[config.mk]
export PLATFORM = sky130hd
export DESIGN_NAME = debug_cmd_bridge
export DESIGN_NICKNAME = d
export VERILOG_FILES = /design/src/rtl/debug_cmd_bridge.sv
export SDC_FILE = /design/constraint.sdc
export NUM_CORES = 1
export LEC_CHECK = 0
export CAP_MARGIN = 0
export CELL_PAD_IN_SITES_DETAIL_PLACEMENT = 1
export CELL_PAD_IN_SITES_GLOBAL_PLACEMENT = 1
export CORE_MARGIN = 1
export CORE_UTILIZATION = 41
export CTS_BUF_LIST = sky130_fd_sc_hd__clkbuf_8
export CTS_CLUSTER_SIZE = 16
export DETAILED_ROUTE_END_ITERATION = 8
export PLACE_DENSITY = 0.91
export SLEW_MARGIN = 10
export SYNTH_ARGS = -nofsm -noshare
export SYNTH_HDL_FRONTEND = slang
export SYNTH_SLANG_ARGS = --single-unit
[constraint.sdc]
create_clock -name clk -period 4.25 [get_ports clk]
set_input_delay 1.0625 -clock clk [delete_from_list [all_inputs] [get_ports clk]]
set_output_delay 1.0625 -clock clk [all_outputs]
set_load 0.05 [all_outputs]
[src/rtl/debug_cmd_bridge.sv]
// debug_cmd_bridge
// Parses a host byte stream into single debug register bus accesses and
// returns an ACK, a NAK or the read data on a transmit byte stream.
//
// Commands:
//   write : 0x57, addr, data_lo, data_hi  -> 0x06
//   read  : 0x52, addr                    -> data_lo, data_hi
//   other opcode, or bus timeout          -> 0x15
//
// Ports:
//   clk, rst_n          clock, synchronous active-low reset
//   rx_data, rx_valid   incoming byte, one-cycle valid pulse
//   tx_data, tx_valid   outgoing byte, held until tx_ready
//   tx_ready            transmitter accepts tx_data
//   dbg_a, dbg_di       register address and write data
//   dbg_we, dbg_rd      write / read strobe, held until dbg_ready
//   dbg_do, dbg_ready   read data and access-complete from the register file
//   busy                high whenever a command is in progress
//
// state | meaning
// IDLE  | waiting for an opcode byte
// ADDR  | waiting for the address byte
// DLO   | waiting for write data low byte
// DHI   | waiting for write data high byte
// BUS   | strobe high, waiting for dbg_ready or bus timeout
// RSP1  | presenting read data low byte
// RSP2  | presenting final response byte (ACK, NAK or read data high)

module debug_cmd_bridge #(
    parameter logic [15:0] BYTE_TIMEOUT = 16'd50000,
    parameter logic [7:0]  BUS_TIMEOUT  = 8'd255
) (
    input  logic        clk,
    input  logic        rst_n,
    input  logic [7:0]  rx_data,
    input  logic        rx_valid,
    output logic [7:0]  tx_data,
    output logic        tx_valid,
    input  logic        tx_ready,
    output logic [7:0]  dbg_a,
    output logic [15:0] dbg_di,
    output logic        dbg_we,
    output logic        dbg_rd,
    input  logic [15:0] dbg_do,
    input  logic        dbg_ready,
    output logic        busy
);

    typedef enum logic [2:0] {
        S_IDLE, S_ADDR, S_DLO, S_DHI, S_BUS, S_RSP1, S_RSP2
    } state_t;

    localparam logic [7:0] OP_WR = 8'h57;
    localparam logic [7:0] OP_RD = 8'h52;
    localparam logic [7:0] ACK   = 8'h06;
    localparam logic [7:0] NAK   = 8'h15;

    state_t      state_q, state_d;
    logic        op_wr_q, op_wr_d;
    logic [7:0]  tx_data_d;
    logic        tx_valid_d;
    logic [7:0]  dbg_a_d;
    logic [15:0] dbg_di_d;
    logic        dbg_we_d, dbg_rd_d;
    // Only the high read byte needs holding: the low byte is loaded straight
    // into tx_data in the capture cycle and sits there until handshaken.
    logic [7:0]  hold_hi_q, hold_hi_d;
    logic [15:0] byte_cnt_q, byte_cnt_d;
    logic [7:0]  bus_cnt_q, bus_cnt_d;
    logic        byte_to;

    // Byte timer counts down from BYTE_TIMEOUT; reaching zero means the host
    // has been silent for BYTE_TIMEOUT cycles in the current state.
    assign byte_to = (BYTE_TIMEOUT != 16'd0) && (byte_cnt_q == 16'd0);

    always_comb begin
        state_d    = state_q;
        op_wr_d    = op_wr_q;
        tx_data_d  = tx_data;
        tx_valid_d = tx_valid;
        dbg_a_d    = dbg_a;
        dbg_di_d   = dbg_di;
        dbg_we_d   = dbg_we;
        dbg_rd_d   = dbg_rd;
        hold_hi_d  = hold_hi_q;
        byte_cnt_d = byte_cnt_q;
        bus_cnt_d  = bus_cnt_q;

        case (state_q)
            S_IDLE: begin
                if (rx_valid) begin
                    if (rx_data == OP_WR || rx_data == OP_RD) begin
                        op_wr_d    = (rx_data == OP_WR);
                        byte_cnt_d = BYTE_TIMEOUT;
                        state_d    = S_ADDR;
                    end else begin
                        tx_data_d  = NAK;
                        tx_valid_d = 1'b1;
                        state_d    = S_RSP2;
                    end
                end
            end
            S_ADDR, S_DLO, S_DHI: begin
                // Timeout wins over a byte arriving in the same cycle.
                if (byte_to) begin
                    state_d = S_IDLE;
                end else if (rx_valid) begin
                    byte_cnt_d = BYTE_TIMEOUT;
                    if (state_q == S_ADDR) begin
                        dbg_a_d = rx_data;
                    end else if (state_q == S_DLO) begin
                        dbg_di_d[7:0] = rx_data;
                    end else begin
                        dbg_di_d[15:8] = rx_data;
                    end
                    if (state_q == S_ADDR && op_wr_q) begin
                        state_d = S_DLO;
                    end else if (state_q == S_DLO) begin
                        state_d = S_DHI;
                    end else begin
                        state_d   = S_BUS;
                        dbg_we_d  = op_wr_q;
                        dbg_rd_d  = !op_wr_q;
                        bus_cnt_d = BUS_TIMEOUT - 8'd1;
                    end
                end else begin
                    byte_cnt_d = byte_cnt_q - 16'd1;
                end
            end
            S_BUS: begin
                if (dbg_ready) begin
                    dbg_we_d   = 1'b0;
                    dbg_rd_d   = 1'b0;
                    tx_valid_d = 1'b1;
                    if (op_wr_q) begin
                        tx_data_d = ACK;
                        state_d   = S_RSP2;
                    end else begin
                        tx_data_d = dbg_do[7:0];
                        hold_hi_d = dbg_do[15:8];
                        state_d   = S_RSP1;
                    end
                end else if (bus_cnt_q == 8'd0) begin
                    dbg_we_d   = 1'b0;
                    dbg_rd_d   = 1'b0;
                    tx_valid_d = 1'b1;
                    tx_data_d  = NAK;
                    state_d    = S_RSP2;
                end else begin
                    bus_cnt_d = bus_cnt_q - 8'd1;
                end
            end
            S_RSP1: begin
                if (tx_ready) begin
                    tx_data_d = hold_hi_q;
                    state_d   = S_RSP2;
                end
            end
            S_RSP2: begin
                if (tx_ready) begin
                    tx_valid_d = 1'b0;
                    state_d    = S_IDLE;
                end
            end
            default: state_d = S_IDLE;
        endcase
    end

    always_ff @(posedge clk) begin
        if (!rst_n) begin
            state_q    <= S_IDLE;
            op_wr_q    <= 1'b0;
            tx_data    <= 8'h00;
            tx_valid   <= 1'b0;
            dbg_a      <= 8'h00;
            dbg_di     <= 16'h0000;
            dbg_we     <= 1'b0;
            dbg_rd     <= 1'b0;
            hold_hi_q  <= 8'h00;
            byte_cnt_q <= 16'd0;
            bus_cnt_q  <= 8'd0;
            busy       <= 1'b0;
        end else begin
            state_q    <= state_d;
            op_wr_q    <= op_wr_d;
            tx_data    <= tx_data_d;
            tx_valid   <= tx_valid_d;
            dbg_a      <= dbg_a_d;
            dbg_di     <= dbg_di_d;
            dbg_we     <= dbg_we_d;
            dbg_rd     <= dbg_rd_d;
            hold_hi_q  <= hold_hi_d;
            byte_cnt_q <= byte_cnt_d;
            bus_cnt_q  <= bus_cnt_d;
            busy       <= (state_d != S_IDLE);
        end
    end

endmodule
After elaboration in Yosys (flattened, before gate mapping) --
Cells that the tools add are included.
Cells by class: add/sub/neg operators 2, equality and inequality tests 20, mux-type cells 49, bitwise operators 4, reduce and logical (&&, ||, !) cells 22
Operator list (count):
- $mux 8 | 12
- $mux 16 | 4
- $pmux 16 s2 | 1
- $mux 3 | 10
- $pmux 8 s3 | 1
- $ne 2x2->1 const B | 11
- $reduce_and 5->1 | 4
- $eq 8x7->1 const B | 2
- $logic_not 16->1 | 1
- $pmux 8 s2 | 1
- $sub 16x1->16 const B | 1
- $mux 1 | 15
- $pmux 3 s5 | 1
- $eq 3x3->1 const B | 3
- $reduce_bool 3->1 | 3
- $logic_not 8->1 | 1
- $reduce_and 4->1 | 2
- $sub 8x1->8 const B | 1
- $reduce_and 7->1 | 1
- $eq 3x2->1 const B | 2
- $reduce_and 3->1 | 2
- $reduce_and 6->1 | 1
- $not 1->1 | 4
- $pmux 1 s2 | 2
- 10 further kinds | 11
Word-level totals: register bits 72, input bits 29, output and inout bits 36, logic and storage cells 110

Logic depth before layout (Yosys ltp) --
Gate-level depths: netlist (run 1).
word-level depth 7, mapped depth 9, mapped depth without buffers 7

Worst setup path after synthesis (run 1) --
No wires, ideal clock.
path kind input to register, from input rx_valid, to register byte_cnt_q[11], arrival time 2476 ps, required time 4180 ps, path slack 1704 ps, stages on the path 6, path buffers 1, cells stage by stage buf_2 -> nor4b_4 -> nand4_2 -> a21boi_4 -> or4_1 -> a21oi_1
On the way: cells in the longest elaborated chain, start to end 3, elaborated cells between the ends (all ways) 5, those cells by class 1 x eq/ne; 3 x mux; 1 x reduce/logical
Ends and longest elaborated chain:
- start: declaration | RTL line 36 | input logic rx_valid,
- $mux 16 | RTL line 107 | end else if (rx_valid) begin
- $mux 16 | RTL line 105 | if (byte_to) begin
- $pmux 16 s2 | RTL line 89 | case (state_q)
- end signal: assignment | RTL line 193 | byte_cnt_q <= byte_cnt_d;
- end: declaration | RTL line 68 | logic [15:0] byte_cnt_q, byte_cnt_d;
Several ways; a longest one is shown, not always the timed one. The select of a mux whose other input is x is not followed. A chain may end at the register's enable or synchronous reset.

Worst setup path in the final report (run 1) --
from input rx_valid, to register byte_cnt_q[7]
Same word-level chain as after synthesis.

==> results of run 1 <==
==> power by group <==
part / internal (mW) / leakage [nW] / total, mW / switching, mW
Sequential: 0.816 / 0.586 / 0.993 / 0.177
Combinational: 0.486 / 0.951 / 1.29 / 0.806
Clock: 0.215 / 0.0781 / 0.497 / 0.282
Total: 1.52 / 1.61 / 2.78 / 1.26
==> layout make-up <==
cell class	instances	area (sq um)	share of cell area, %
Sequential cell	72	1440	33.5
Inverter	12	45.0	1.05
Clock buffer	9	124	2.88
Multi-Input combinational cell	285	1840	42.8
Clock inverter	7	56.3	1.31
Tap cell	105	131	3.05
Timing Repair Buffer	67	663	15.4
==> routing by layer <==
layer  part of all wire (%)  track usage (%)  wire [um]  vias up
li1                       -                -          -     1527
met1                     45             29.1       4290     1528
met2                     50             38.3       4740       55
met3                    2.8             3.40        263       13
met4                    1.5             8.97        146        0
met5                      0                0          0        -
==> tightest hold or removal path, delay by kind of cell, from the launching register on <==
| family | cells | cell delay, ps |
|---|---|---|
| compound gates | 1 | 50 |
| simple gates | 1 | 50 |
| flops | 1 | 310 |
==> registers in the layout, indices dropped and copies added (netlist names) <==
signal	cells
dbg_rd	1
tx_valid	1
dbg_we	1
hold_hi_q	8
tx_data	8
op_wr_q	1
bus_cnt_q	8
byte_cnt_q	16
dbg_di	16
dbg_a	8
state_q	3
busy	1
==> cell families (layout without fill, tap and decap cells) <==
kind of cell	after synthesis	after routing	share of synthesized area, %
AO/OA/AOI/OAI	91	91	18.1
adder cells (fa/ha/maj)	2	2	0.725
buffers and inverters	35	95	4.93
multiplexers	26	26	7.54
XOR/XNOR	10	10	2.54
AND/OR/NAND/NOR	156	156	24.4
flip-flops	72	72	41.8
==> cells in the final DEF (no fill, tap or decap), types with 5 or more instances in the layout <==
cell             synthesis  layout
nor2_1                  49      49
a21oi_1                 31      31
inv_1                   11      11
clkdlybuf4s50_1          0      64
nor4_1                   5       5
mux2i_1                 26      26
nand2b_1                 7       7
o21ai_0                 13      13
nor3_1                  11      11
nand3_1                  8       8
or3_1                    9       9
dfxtp_1                 72      72
a211oi_1                 7       7
nand2_1                 36      36
xor2_1                   7       7
clkbuf_8                 0       9
==> worst paths after layout <==
kind | startpoint | endpoint | slack [ps] | depth (start not counted)
max | rx_valid | byte_cnt_q[7] | 1260 | 6
min | hold_hi_q[3] | hold_hi_q[3] | 460 | 2
max reg2reg | state_q[2] | bus_cnt_q[7] | 1650 | 6
min reg2reg | hold_hi_q[3] | hold_hi_q[3] | 460 | 2
==> metrics by stage <==
| stage | util [%] | total power [mW] | cells |
|---|---|---|---|
| final | 52.6 | 2.78 | 557 |
| after global routing | 52.6 | 2.97 | 557 |
| after CTS | 52.6 | 2.79 | 557 |
| after detailed placement | 50.4 | 2.28 | 541 |
| after global placement | 50.4 | 2.21 | 541 |
| after floorplan | - | 1.96 | 392 |
==> results_dict.tcl, run 1 <==
set metrics [dict create \
    clk_path_buf_depth 2 \
    crit_buf_inv 1 \
    slowest_delay_ps 650 \
    min_path_type "reg -> reg" \
    grt_pass1_vias 3174 \
    hold_viol 0 \
    skew_ps 9.43 \
    fill_cells 957 \
    path_max_fanout 17 \
    cts_tree "done" \
    wl_mm 9.44 \
    p_leak_nw 1.61 \
    start_util_pct 42.2 \
    yosysTopAreaCell "dfxtp_1" \
    whs_ps 457 \
    cp_cell_sequence "clkdlybuf4s50_1 -> nor4b_4 -> nand4_2 -> a21boi_4 -> or4b_1 -> a21oi_1" \
    fp.dieH_um 93.8 \
    cts_setup_buffers 0 \
    fp.dieArea_sq_um 8790 \
    mappedNetlistNets 423 \
    critPathTopFamily "simple AND/OR/NAND/NOR gates" \
    route.detailed.drc 0 \
    area_growth_pct 24.6 \
    synth_commonest_cells "dfxtp_1, nor2_1, nand2_1" \
    first_pass_iters 4 \
    drtAntennaViolNets 0 \
    critical-path-slowest-cell "clkdlybuf4s50_1" \
    vdd_drop_max_mv 0.244 \
    max_clock_freq_mhz 335 \
    yosysMostFrequentCell "dfxtp_1" \
    cts_hold_buf 0 \
    clkLatencyLatePin_ps 360 \
    wl_per_cell_um 17.0 \
    synth_area_per_cell_sq_um 8.81 \
    async_flop_share_pct 0 \
    core_area_sq_um 8180 \
    ys_seq_elements 72 \
    diodes 0 \
    fin_crit_ps 2990 \
    vias 3123 \
    ys_seq_area_share_pct 41.8 \
    end_kind "flip-flop" \
    finalSetupTns_ps 0 \
    vias_per_cell 5.61 \
    place_area_sq_um 4120 \
    gp_congestion 0.796 \
    dieWidth_um 93.8 \
    finalCritPeriodShare_pct 70.2 \
    fin_nets 478 \
    grt_max_degree 30 \
    clkSinkCount 72 \
    fin_ws_ps 1260 \
    drv_cap 0 \
    drt_iter0_markers 137 \
    synth_area_leaders "dfxtp_1, mux2i_1, nor2_1, a21oi_1, nand2_1" \
    final_max_slew_viol_count 0 \
    tightest_slew_ps 947 \
    grt-ovfl-total 0 \
    cp.required_ps 4530 \
    port_buffers 64 \
    htreeDepth 3 \
    netlist.area_leader.share_pct 41.8 \
    antenna_found_initial 0 \
    synth_edf_count 0 \
    worstSetupPathType "in -> reg" \
    power_density_nw_per_um2 647 \
    yosysWarnings 0 \
    synth.distinct_cells 66 \
    rsz0062_at_grt "no" \
    final_area_sq_um 4300 \
    cp-start-kind "input pin" \
    grt_pass1_wl_mm 15.7 \
    dp_hpwl_mm 6.81 \
    grt_usage_pct 22.8 \
    synthCells 392 \
    status "finished, final reports clean" \
    clk_pin_slew_ps 80 \
    arrival_ps 3270 \
    io_pins 65 \
    dp_slack_ps 913 \
    relSlewSlack_pct 36.4 \
    cts_buffers 9 \
    root_buffer "clkbuf_8" \
    num_rows 33 \
    drive_above_1_share_pct 8.41 \
    synth_ff_type "dfxtp_1" \
    final-setup-viol-count 0 \
    cts-resized-gates 0 \
    synth_area_sq_um 3450 \
]
Power figures use the tool's default switching activity.
==> run 2, diff against run 1 <==
--- a/config.mk
+++ b/config.mk
@@ -9,11 +9,11 @@
 export CELL_PAD_IN_SITES_DETAIL_PLACEMENT = 1
 export CELL_PAD_IN_SITES_GLOBAL_PLACEMENT = 1
 export CORE_MARGIN = 1
-export CORE_UTILIZATION = 41
+export CORE_UTILIZATION = 36
 export CTS_BUF_LIST = sky130_fd_sc_hd__clkbuf_8
 export CTS_CLUSTER_SIZE = 16
 export DETAILED_ROUTE_END_ITERATION = 8
-export PLACE_DENSITY = 0.91
+export PLACE_DENSITY = 0.85
 export SLEW_MARGIN = 10
 export SYNTH_ARGS = -nofsm -noshare
 export SYNTH_HDL_FRONTEND = slang
==> constraint.sdc (replaced) <==
create_clock -name clk -period 2.7 [get_ports clk]
set_input_delay 0.675 -clock clk [delete_from_list [all_inputs] [get_ports clk]]
set_output_delay 0.675 -clock clk [all_outputs]
set_load 0.05 [all_outputs]
==> run 2 against run 1 <==
Power increased by 72%. Design area increased by 6.3%. Critical path depth increased by 1. Die area increased by 14%. Clock skew increased by 0.81 ps. Global-route usage decreased by 0.75 points.
==> results_dict.tcl, run 2 (synthesis results as in run 1) <==
set metrics [dict create \
    cts-resized-gates 0 \
    finalCritPeriodShare_pct 93.5 \
    p_leak_nw 1.77 \
    diodes 0 \
    cts_setup_buffers 0 \
    num_rows 35 \
    clk_pin_slew_ps 80 \
    area_growth_pct 32.5 \
    fin_cells 603 \
    antenna_found_initial 0 \
    io_pins 65 \
    htreeDepth 3 \
    drive_above_1_share_pct 12.7 \
    worstSetupPathType "in -> reg" \
    dieWidth_um 99.9 \
    vias_per_cell 5.35 \
    grt_usage_pct 22.0 \
    largestRegisters "byte_cnt_q: 16 flops, dbg_di: 16 flops" \
    drt_iter0_markers 105 \
    utilization_pct 49.3 \
    vias 3226 \
    relSlewSlack_pct 53.8 \
    power_density_nw_per_um2 1040 \
    drtAntennaViolNets 0 \
    final_cell_mix "dfxtp_1, clkdlybuf4s50_1, nor2_1" \
    route.detailed.drc 0 \
    drv_cap 0 \
    fin_nets 500 \
    rsz0062_at_grt "no" \
    cts_tree "done" \
    cts_hold_buf 0 \
    clkSinkCount 72 \
    first_pass_iters 4 \
    dp_hpwl_mm 7.37 \
    min_path_type "reg -> reg" \
    wl_mm 10.3 \
    root_buffer "clkbuf_8" \
    clkLatencyLatePin_ps 360 \
    final-setup-viol-count 0 \
    skew_ps 10.2 \
    grt_max_degree 53 \
    place_inst 587 \
    end_kind "flip-flop" \
    hold_viol 0 \
    arrival_ps 2740 \
    grt_pass1_wl_mm 17.1 \
    gp_congestion 0.852 \
    clk_path_buf_depth 2 \
    start_util_pct 37.2 \
    grt_pass1_vias 3408 \
    status "finished, final reports clean" \
    cts_buffers 9 \
    cp-start-kind "input pin" \
    core_area_sq_um 9280 \
    grt-ovfl-total 0 \
    cp.required_ps 2920 \
    tightest_slew_ps 692 \
    final_common_cell "dfxtp_1" \
    port_buffers 64 \
    final_max_slew_viol_count 0 \
    fin_crit_ps 2520 \
    max_clock_freq_mhz 396 \
    path_max_fanout 10 \
    fp.dieArea_sq_um 9990 \
    fp.dieH_um 99.9 \
    vdd_drop_max_mv 0.312 \
    wl_per_cell_um 17.1 \
]
==> run 2: power by group <==
| part | switching, mW | total (mW) | internal, mW |
|---|---|---|---|
| combinational | 1.33 | 2.17 | 0.842 |
| sequential | 0.276 | 1.56 | 1.29 |
| clock | 0.430 | 1.04 | 0.615 |
| total | 2.03 | 4.77 | 2.74 |
==> run 2: per-layer routing <==
metal	vias up	wire (um)	track usage, %
li1	1569	-	-
met1	1574	4650	27.0
met2	60	5170	37.7
met3	23	275	4.60
met4	0	232	8.71
met5	-	0	0
==> run 2: worst max-delay path, stage by stage <==
cell	delay [ps]
clkdlybuf4s50_1	600
nor4b_4	310
nand4_2	190
a21boi_4	220
buf_4	170
o41ai_1	400
a21oi_1	160
==> run 2: worst paths after layout <==
kind | endpoint | slack [ps] | cells past startpoint | from
hold reg to reg | hold_hi_q[2] | 470 | 2 | hold_hi_q[2]
hold / removal | hold_hi_q[2] | 470 | 2 | hold_hi_q[2]
setup reg to reg | busy | 260 | 7 | byte_cnt_q[0]
setup / recovery | byte_cnt_q[7] | 180 | 7 | rx_valid
==> run 2: final cells by class <==
class | count | area (sq um)
sequential | 72 | 1440
inverter | 12 | 45.0
clock inverter | 7 | 120
timing repair buffer | 89 | 841
fill | 1127 | 4710
multi-input combinational | 285 | 1840
tap | 129 | 161
clock buffer | 9 | 124
==> run 2: through the flow <==
step           total power [mW]  cell area [sq um]  setup TNS (ps)  worst slack, ps  hold slack [ps]
5_1_grt                    5.06               4570               0              119              485
4_1_cts                    4.79               4570               0              230              469
6_report                   4.77               4570               0              176              468
2_1_floorplan              3.08               3450               0              541              436
3_3_place_gp               3.58               4330               0             17.7              442
3_5_place_dp               3.69               4330           -46.7            -23.5              458
